`config.mk`:
```
export PLATFORM = sky130hd
export DESIGN_NAME = i2c_reg_bank
export DESIGN_NICKNAME = d
export VERILOG_FILES = /design/src/rtl/i2c_regmap_pkg.sv /design/src/rtl/i2c_reg_bank_sync_2ff.sv /design/src/rtl/i2c_reg_bank.sv
export SDC_FILE = /design/constraint.sdc
export NUM_CORES = 1
export LEC_CHECK = 0
export BUFFER_PORTS_ARGS = -buffer_cell sky130_fd_sc_hd__buf_4
export CAP_MARGIN = 15
export CELL_PAD_IN_SITES_DETAIL_PLACEMENT = 1
export CELL_PAD_IN_SITES_GLOBAL_PLACEMENT = 2
export CORE_ASPECT_RATIO = 0.8
export CORE_MARGIN = 5
export CORE_UTILIZATION = 34
export CTS_CLUSTER_DIAMETER = 30
export DETAILED_ROUTE_END_ITERATION = 7
export HOLD_SLACK_MARGIN = 0.02
export PLACE_DENSITY = 0.85
export SYNTH_ARGS = -nofsm -noshare
export SYNTH_HDL_FRONTEND = slang
export SYNTH_SLANG_ARGS = --single-unit
export TNS_END_PERCENT = 30
```
`constraint.sdc`:
```
create_clock -name SYSTEM_CLK -period 2.4 [get_ports SYSTEM_CLK]
set_clock_uncertainty 0.05 [all_clocks]
set_input_delay 0.36 -clock SYSTEM_CLK [delete_from_list [all_inputs] [get_ports SYSTEM_CLK]]
set_output_delay 0.36 -clock SYSTEM_CLK [all_outputs]
set_load 0.1 [all_outputs]
```
`src/rtl/i2c_regmap_pkg.sv`:
```
// Register map constants and shared types for the redriver
// I2C register bank.
package i2c_regmap_pkg;

  localparam int NUM_CH = 4;

  localparam logic [7:0] ADDR_ID       = 8'h00;
  localparam logic [7:0] ADDR_CTRL     = 8'h01;
  localparam logic [7:0] ADDR_STATUS   = 8'h02;
  localparam logic [7:0] ADDR_IRQ_MASK = 8'h03;
  localparam logic [7:0] ADDR_EQ0      = 8'h04;
  localparam logic [7:0] ADDR_GAIN0    = 8'h08;

  localparam int CTRL_EN   = 0;
  localparam int CTRL_SOFT = 1;
  localparam int CTRL_LOCK = 7;

  typedef enum logic [1:0] {
    RGN_CORE,
    RGN_EQ,
    RGN_GAIN,
    RGN_NONE
  } region_e;

  typedef struct packed {
    logic       en;
    logic [7:0] off;
    logic [7:0] dat;
  } wr_req_t;

  // Offsets are grouped in aligned blocks of four
  function automatic region_e region_of(
    input logic [7:0] off
  );
    region_e r;
    r = RGN_NONE;
    unique case (1'b1)
      (off[7:2] == ADDR_ID[7:2]):    r = RGN_CORE;
      (off[7:2] == ADDR_EQ0[7:2]):   r = RGN_EQ;
      (off[7:2] == ADDR_GAIN0[7:2]): r = RGN_GAIN;
      default:                       r = RGN_NONE;
    endcase
    return r;
  endfunction

endpackage

```
`src/rtl/i2c_reg_bank_sync_2ff.sv`:
```
// Two-flop synchronizer for asynchronous level inputs.
// Each bit is synchronized independently.
module sync_2ff #(
  parameter int WIDTH = 1
) (
  input  logic             SYSTEM_CLK,
  input  logic             RESETn,
  input  logic [WIDTH-1:0] din,
  output logic [WIDTH-1:0] dout
);

  logic [WIDTH-1:0] meta_q, meta_d;
  logic [WIDTH-1:0] sync_q, sync_d;

  always_comb begin
    meta_d = din;
    sync_d = meta_q;
  end

  always_ff @(posedge SYSTEM_CLK or negedge RESETn) begin
    if (!RESETn) begin
      meta_q <= '0;
      sync_q <= '0;
    end else begin
      meta_q <= meta_d;
      sync_q <= sync_d;
    end
  end

  assign dout = sync_q;

endmodule

```
`src/rtl/i2c_reg_bank.sv`:
```
// Redriver register bank behind the I2C slave: EQ/gain config,
// control, IRQ mask and sticky loss-of-signal status.
module i2c_reg_bank
  import i2c_regmap_pkg::*;
#(
  parameter logic [7:0] DEV_ID       = 8'hA5,
  parameter logic [7:0] EQ_DEFAULT   = 8'h04,
  parameter logic [7:0] GAIN_DEFAULT = 8'h02
) (
  input  logic        SYSTEM_CLK,
  input  logic        RESETn,
  input  logic [7:0]  rx_offset,
  input  logic [7:0]  rx_data,
  input  logic        owrite_en,
  input  logic        oread_en,
  output logic [7:0]  tx_data,
  input  logic [3:0]  status_in,
  output logic        global_en,
  output logic [31:0] eq_cfg,
  output logic [31:0] gain_cfg,
  output logic        cfg_update,
  output logic        status_irq
);

  logic                   owr_q, owr_d;
  logic [7:0]             ctrl_q, ctrl_d;
  logic [3:0]             stat_q, stat_d;
  logic [3:0]             mask_q, mask_d;
  logic [NUM_CH-1:0][7:0] eq_q, eq_d;
  logic [NUM_CH-1:0][7:0] gain_q, gain_d;
  logic                   soft_q, soft_d;
  logic                   soft_done_q, soft_done_d;
  logic                   upd_q, upd_d;
  logic                   cfg_update_q, cfg_update_d;
  logic                   status_irq_q, status_irq_d;
  logic [7:0]             tx_data_q, tx_data_d;

  wr_req_t     wr;
  region_e     rgn;
  logic        locked;
  logic        wr_ctrl, wr_stat, wr_mask;
  logic        wr_eq, wr_gain;
  logic [3:0]  los_sync;
  logic        rd_unused;

  // Read load is level-held by the slave; tx_data is refreshed
  // every cycle so the strobe itself carries no state.
  assign rd_unused = oread_en;

  sync_2ff #(
    .WIDTH (NUM_CH)
  ) u_los_sync (
    .SYSTEM_CLK (SYSTEM_CLK),
    .RESETn     (RESETn),
    .din        (status_in),
    .dout       (los_sync)
  );

  always_comb begin
    owr_d   = owrite_en;
    wr.en   = owrite_en & ~owr_q;
    wr.off  = rx_offset;
    wr.dat  = rx_data;
    rgn     = region_of(wr.off);
    locked  = ctrl_q[CTRL_LOCK];
    wr_ctrl = wr.en && (wr.off == ADDR_CTRL);
    wr_stat = wr.en && (wr.off == ADDR_STATUS);
    wr_mask = wr.en && (wr.off == ADDR_IRQ_MASK);
    wr_eq   = wr.en && (rgn == RGN_EQ) && !locked;
    wr_gain = wr.en && (rgn == RGN_GAIN) && !locked;
  end

  always_comb begin
    ctrl_d = ctrl_q;
    if (wr_ctrl) begin
      ctrl_d            = wr.dat;
      ctrl_d[CTRL_SOFT] = 1'b0;
    end
    mask_d = wr_mask ? wr.dat[3:0] : mask_q;
    // A new synchronized flag beats a coincident clear
    stat_d = (stat_q & ~(wr_stat ? wr.dat[3:0] : 4'h0))
           | los_sync;
    eq_d   = eq_q;
    gain_d = gain_q;
    if (wr_eq)   eq_d[wr.off[1:0]]   = wr.dat;
    if (wr_gain) gain_d[wr.off[1:0]] = wr.dat;
    if (soft_q) begin
      eq_d   = {NUM_CH{EQ_DEFAULT}};
      gain_d = {NUM_CH{GAIN_DEFAULT}};
    end
  end

  // Soft reset defers its single update pulse until after reload
  always_comb begin
    soft_d       = wr_ctrl & wr.dat[CTRL_SOFT];
    soft_done_d  = soft_q;
    upd_d        = wr_eq | wr_gain
                 | (wr_ctrl & ~wr.dat[CTRL_SOFT]);
    cfg_update_d = upd_q | soft_done_q;
    status_irq_d = |(stat_q & mask_q);
  end

  always_comb begin
    tx_data_d = 8'h00;
    unique case (1'b1)
      (rgn == RGN_EQ):
        tx_data_d = eq_q[rx_offset[1:0]];
      (rgn == RGN_GAIN):
        tx_data_d = gain_q[rx_offset[1:0]];
      (rx_offset == ADDR_ID):
        tx_data_d = DEV_ID;
      (rx_offset == ADDR_CTRL):
        tx_data_d = ctrl_q;
      (rx_offset == ADDR_STATUS):
        tx_data_d = {4'h0, stat_q};
      (rx_offset == ADDR_IRQ_MASK):
        tx_data_d = {4'h0, mask_q};
      default:
        tx_data_d = 8'h00;
    endcase
  end

  always_ff @(posedge SYSTEM_CLK or negedge RESETn) begin
    if (!RESETn) begin
      owr_q        <= 1'b0;
      ctrl_q       <= 8'h00;
      stat_q       <= 4'h0;
      mask_q       <= 4'h0;
      eq_q         <= {NUM_CH{EQ_DEFAULT}};
      gain_q       <= {NUM_CH{GAIN_DEFAULT}};
      soft_q       <= 1'b0;
      soft_done_q  <= 1'b0;
      upd_q        <= 1'b0;
      cfg_update_q <= 1'b0;
      status_irq_q <= 1'b0;
      tx_data_q    <= 8'h00;
    end else begin
      owr_q        <= owr_d;
      ctrl_q       <= ctrl_d;
      stat_q       <= stat_d;
      mask_q       <= mask_d;
      eq_q         <= eq_d;
      gain_q       <= gain_d;
      soft_q       <= soft_d;
      soft_done_q  <= soft_done_d;
      upd_q        <= upd_d;
      cfg_update_q <= cfg_update_d;
      status_irq_q <= status_irq_d;
      tx_data_q    <= tx_data_d;
    end
  end

  assign tx_data    = tx_data_q;
  assign global_en  = ctrl_q[CTRL_EN];
  assign eq_cfg     = eq_q;
  assign gain_cfg   = gain_q;
  assign cfg_update = cfg_update_q;
  assign status_irq = status_irq_q;

endmodule

```
==> flow_results.xml <==
<?xml version="1.0" encoding="UTF-8"?>
<metrics>
  <group name="status">
    <metric name="status" unit="">finished, final reports clean</metric>
  </group>
  <group name="cts">
    <metric name="cts_buffers" unit="">9</metric>
    <metric name="clkTransAtPathRegs" unit="ps">70</metric>
    <metric name="ctsLongestPathBuffers" unit="">2</metric>
    <metric name="cell_chosen_for_the_clock_root" unit="">clkbuf_16</metric>
    <metric name="cts_num_sinks" unit="">101</metric>
    <metric name="tritoncts" unit="">done</metric>
    <metric name="h-tree-depth" unit="">3</metric>
    <metric name="worst_skew_pair.late_latency" unit="ps">350</metric>
  </group>
  <group name="global_route">
    <metric name="grt_first_pass_wirelength" unit="um">24760</metric>
    <metric name="overflow" unit="">0</metric>
    <metric name="first_global_vias" unit="">4159</metric>
    <metric name="number_of_antenna_violations_at_the_first_check_in_global_routing" unit="">0</metric>
    <metric name="grt_start_max_net_pins" unit="">42</metric>
    <metric name="grt_util_all_layers" unit="%">19.98</metric>
  </group>
  <group name="cells_and_area">
    <metric name="antennaDiodeCount" unit="">0</metric>
    <metric name="post-route-util" unit="%">45.66</metric>
    <metric name="fin_area" unit="sq mm">0.006143</metric>
    <metric name="layout.nets" unit="">571</metric>
    <metric name="area_delta_synth_final" unit="%">32.74</metric>
    <metric name="post_route_cells_drive_above_1_share" unit="%">35.64</metric>
  </group>
  <group name="die">
    <metric name="row_count" unit="">38</metric>
    <metric name="die_area" unit="sq mm">0.01606</metric>
    <metric name="pin_count" unit="">99</metric>
    <metric name="core-area" unit="sq mm">0.01346</metric>
    <metric name="die_height" unit="um">114.4</metric>
    <metric name="die_x" unit="um">140.4</metric>
    <metric name="floorplan.initialDensity" unit="%">34.40</metric>
  </group>
  <group name="logic_synthesis">
    <metric name="synth-edff-count" unit="">0</metric>
    <metric name="synth-async-reset-ratio" unit="%">100.0</metric>
    <metric name="syn_avg_cell_area" unit="sq um">10.54</metric>
    <metric name="netlist_instances" unit="">439</metric>
    <metric name="synth_cell_type_count" unit="">35</metric>
    <metric name="synth_top_flop_cell" unit="">dfrtp_1</metric>
    <metric name="synthTopCellsByCount" unit="">dfrtp_1 (93), nand2_1 (58), a21oi_1 (49), nand3_1 (49), mux2i_1 (33)</metric>
    <metric name="synth.cell_area" unit="sq mm">0.004628</metric>
    <metric name="yosysWarnings" unit="">0</metric>
    <metric name="synth_top_area_cell" unit="">dfrtp_1</metric>
    <metric name="synth.ff_latch_count" unit="">101</metric>
    <metric name="synth.yosys.seq_area_share" unit="%">54.83</metric>
    <metric name="synth.most_common_cell" unit="">dfrtp_1</metric>
    <metric name="netlist_top_cells_area" unit="">dfrtp_1 (50%), mux2i_1 (7.1%), a21oi_1 (5.3%)</metric>
    <metric name="synth_top_cell_area_share" unit="%">50.28</metric>
    <metric name="syn_nets" unit="">465</metric>
  </group>
  <group name="power_and_ir_drop">
    <metric name="finalPower" unit="uW">3844</metric>
    <metric name="power_per_cell_area" unit="mW/mm^2">625.7</metric>
    <metric name="power_leakage" unit="uW">0.002927</metric>
    <metric name="max_rail_drop_vdd" unit="mV">0.3401</metric>
  </group>
  <group name="critical_path">
    <metric name="setup.worst_path.class" unit="">input pin to register</metric>
    <metric name="critPathCaptureType" unit="">register</metric>
    <metric name="cp_data_required_time" unit="ps">2580</metric>
    <metric name="worst_ep_arrival_time" unit="ps">2530</metric>
    <metric name="worst-path-max-fanout" unit="">7</metric>
    <metric name="timing.reg2reg.worst_path_depth" unit="">4</metric>
    <metric name="setup.worst_path.start_class" unit="">input pin</metric>
  </group>
  <group name="route">
    <metric name="remaining_drc_errors" unit="">0</metric>
    <metric name="detail_route.first_pass.iterations" unit="">4</metric>
    <metric name="postRouteAntennaNets" unit="">0</metric>
    <metric name="detailroute.via_count" unit="">3917</metric>
    <metric name="routed_wire_length_per_instance" unit="um">21.66</metric>
    <metric name="finalWirelength" unit="um">15810</metric>
    <metric name="detail_route.vias_per_cell" unit="">5.366</metric>
    <metric name="drtIter0Drc" unit="">202</metric>
  </group>
  <group name="sta">
    <metric name="measured_slew_at_the_worst_slew_check_pin" unit="ps">572.4</metric>
    <metric name="setup-violations-final" unit="">0</metric>
    <metric name="final.period_utilization" unit="%">97.80</metric>
    <metric name="max_slew_violation_count" unit="">0</metric>
    <metric name="timing_hold_violations_final" unit="">0</metric>
    <metric name="finalCriticalPeriod" unit="ps">2347</metric>
    <metric name="max_freq" unit="MHz">426.0</metric>
    <metric name="slew_hr" unit="%">61.84</metric>
    <metric name="grt_setup_unrepaired" unit="">true</metric>
  </group>
  <group name="place">
    <metric name="io_buffer_count" unit="">97</metric>
    <metric name="hpwlAfterDp" unit="um">11280</metric>
    <metric name="gp_routability_congestion" unit="">0.8339</metric>
    <metric name="placedInstanceArea" unit="sq mm">0.005746</metric>
  </group>
  <group name="run">
    <metric name="max_cap_violations" unit="">0</metric>
  </group>
  <group name="hold_path">
    <metric name="whs_path_depth" unit="">1</metric>
    <metric name="worstHoldPathType" unit="">input pin to register</metric>
  </group>
</metrics>
## flip-flops by register name, summed over array words and instances (netlist names)
| signal | flops |
|---|---|
| ctrl_q | 7 |
| tx_data | 8 |
| soft_done_d | 1 |
| gain_cfg | 32 |
| stat_q | 4 |
| owr_q | 1 |
| upd_q | 1 |
| status_irq | 1 |
| eq_cfg | 32 |
| mask_q | 4 |
| u_los_sync.meta_q | 4 |
| soft_done_q | 1 |
| u_los_sync.dout | 4 |
| cfg_update | 1 |
## what timing repair did
item / in CTS / in global routing
setup endpoints to repair: 6 / 63
resized for setup: 1 / 18
hold endpoints to repair: 36 / 0
pin swaps: 0 / 4
cloned: 0 / 1
buffers inserted: 0 / 3
hold buffers: 1 / 0
## through the flow
step                      hold WS, ps  std cells  setup TNS, ps  worst slack, ps
final                           67.06        730              0            52.69
after global placement          287.2        709         -17670           -352.1
after CTS                       61.30        726         -47.65           -36.24
after detailed placement        293.2        709         -21730           -398.2
after floorplan                 14.41        439          -2558           -80.70
after global routing            53.11        730         -179.7           -41.93
## cell usage in the layout (no fill, tap or decap), types with 3 or more instances in the layout
master	instances
buf_4	122
dfrtp_1	92
nand2_1	52
a21oi_1	49
nand3_1	49
mux2i_1	33
nor2_1	21
mux2_2	12
clkbuf_16	9
mux4_2	8
o22ai_1	8
dfstp_2	8
a211o_1	7
a22oi_1	6
a21o_1	6
buf_6	6
inv_1	5
o21bai_1	4
nor2b_1	4
nand2_2	4
nand2b_1	3
nor3_1	3
o21ai_0	3
nand2_4	3
and3_4	3
clkinv_2	3
## worst max-delay path, stage by stage
cell,delay (ps)
buf_6,90
or4_4,560
or3b_4,430
buf_4,150
ha_4,170
nor4bb_4,150
buf_6,160
and3_4,230
mux2i_1,160
nor2_1,60
## metal layers
| metal | vias to the layer above | GRT usage (%) | wire length [um] | share of wire, % |
|---|---|---|---|---|
| met3 | 14 | 4.342 | 800 | 5.1 |
| met5 | - | 0 | 0 | 0 |
| li1 | 1756 | - | - | - |
| met4 | 0 | 4.067 | 154 | 0.97 |
| met1 | 2036 | 28.39 | 7355 | 47 |
| met2 | 111 | 31.82 | 7502 | 47 |
## worst paths after layout
kind / start / slack, ps / end
max in group asynchronous: RESETn / 1130 / gain_cfg[9]
min in group asynchronous: RESETn / 520 / u_los_sync.dout[2]
min: status_in[0] / 70 / u_los_sync.meta_q[0]
max reg2reg: owr_q / 590 / ctrl_q[0]
max: rx_offset[5] / 50 / gain_cfg[29]
min reg2reg: u_los_sync.meta_q[0] / 300 / u_los_sync.dout[0]
## area by class of cell
cell class	instances	area, sq um
fillers	1487	7312
flip-flops and latches	101	2539
multi-input cells	295	2029
repair buffers	131	1033
clock buffers	10	229.0
well taps	180	225.2
clock inverters	6	61.31
inverters	7	26.28
## where the power goes
group	switching, uW	internal, uW
clock network	659	808
logic	436	144
registers	42.1	1750
## cell families (layout without fill, tap and decap cells)
logic type | count (synthesis) | in the layout | share of synthesized area (%)
AND/OR/NAND/NOR | 152 | 153 | 15.52
adder cells (fa/ha/maj) | 2 | 2 | 0.5406
flip-flops | 101 | 101 | 54.83
multiplexers | 53 | 53 | 13.95
AO/OA/AOI/OAI | 87 | 87 | 11.30
buffers and inverters | 44 | 154 | 3.866
No activity file was read; power rests on OpenSTA's default activity.
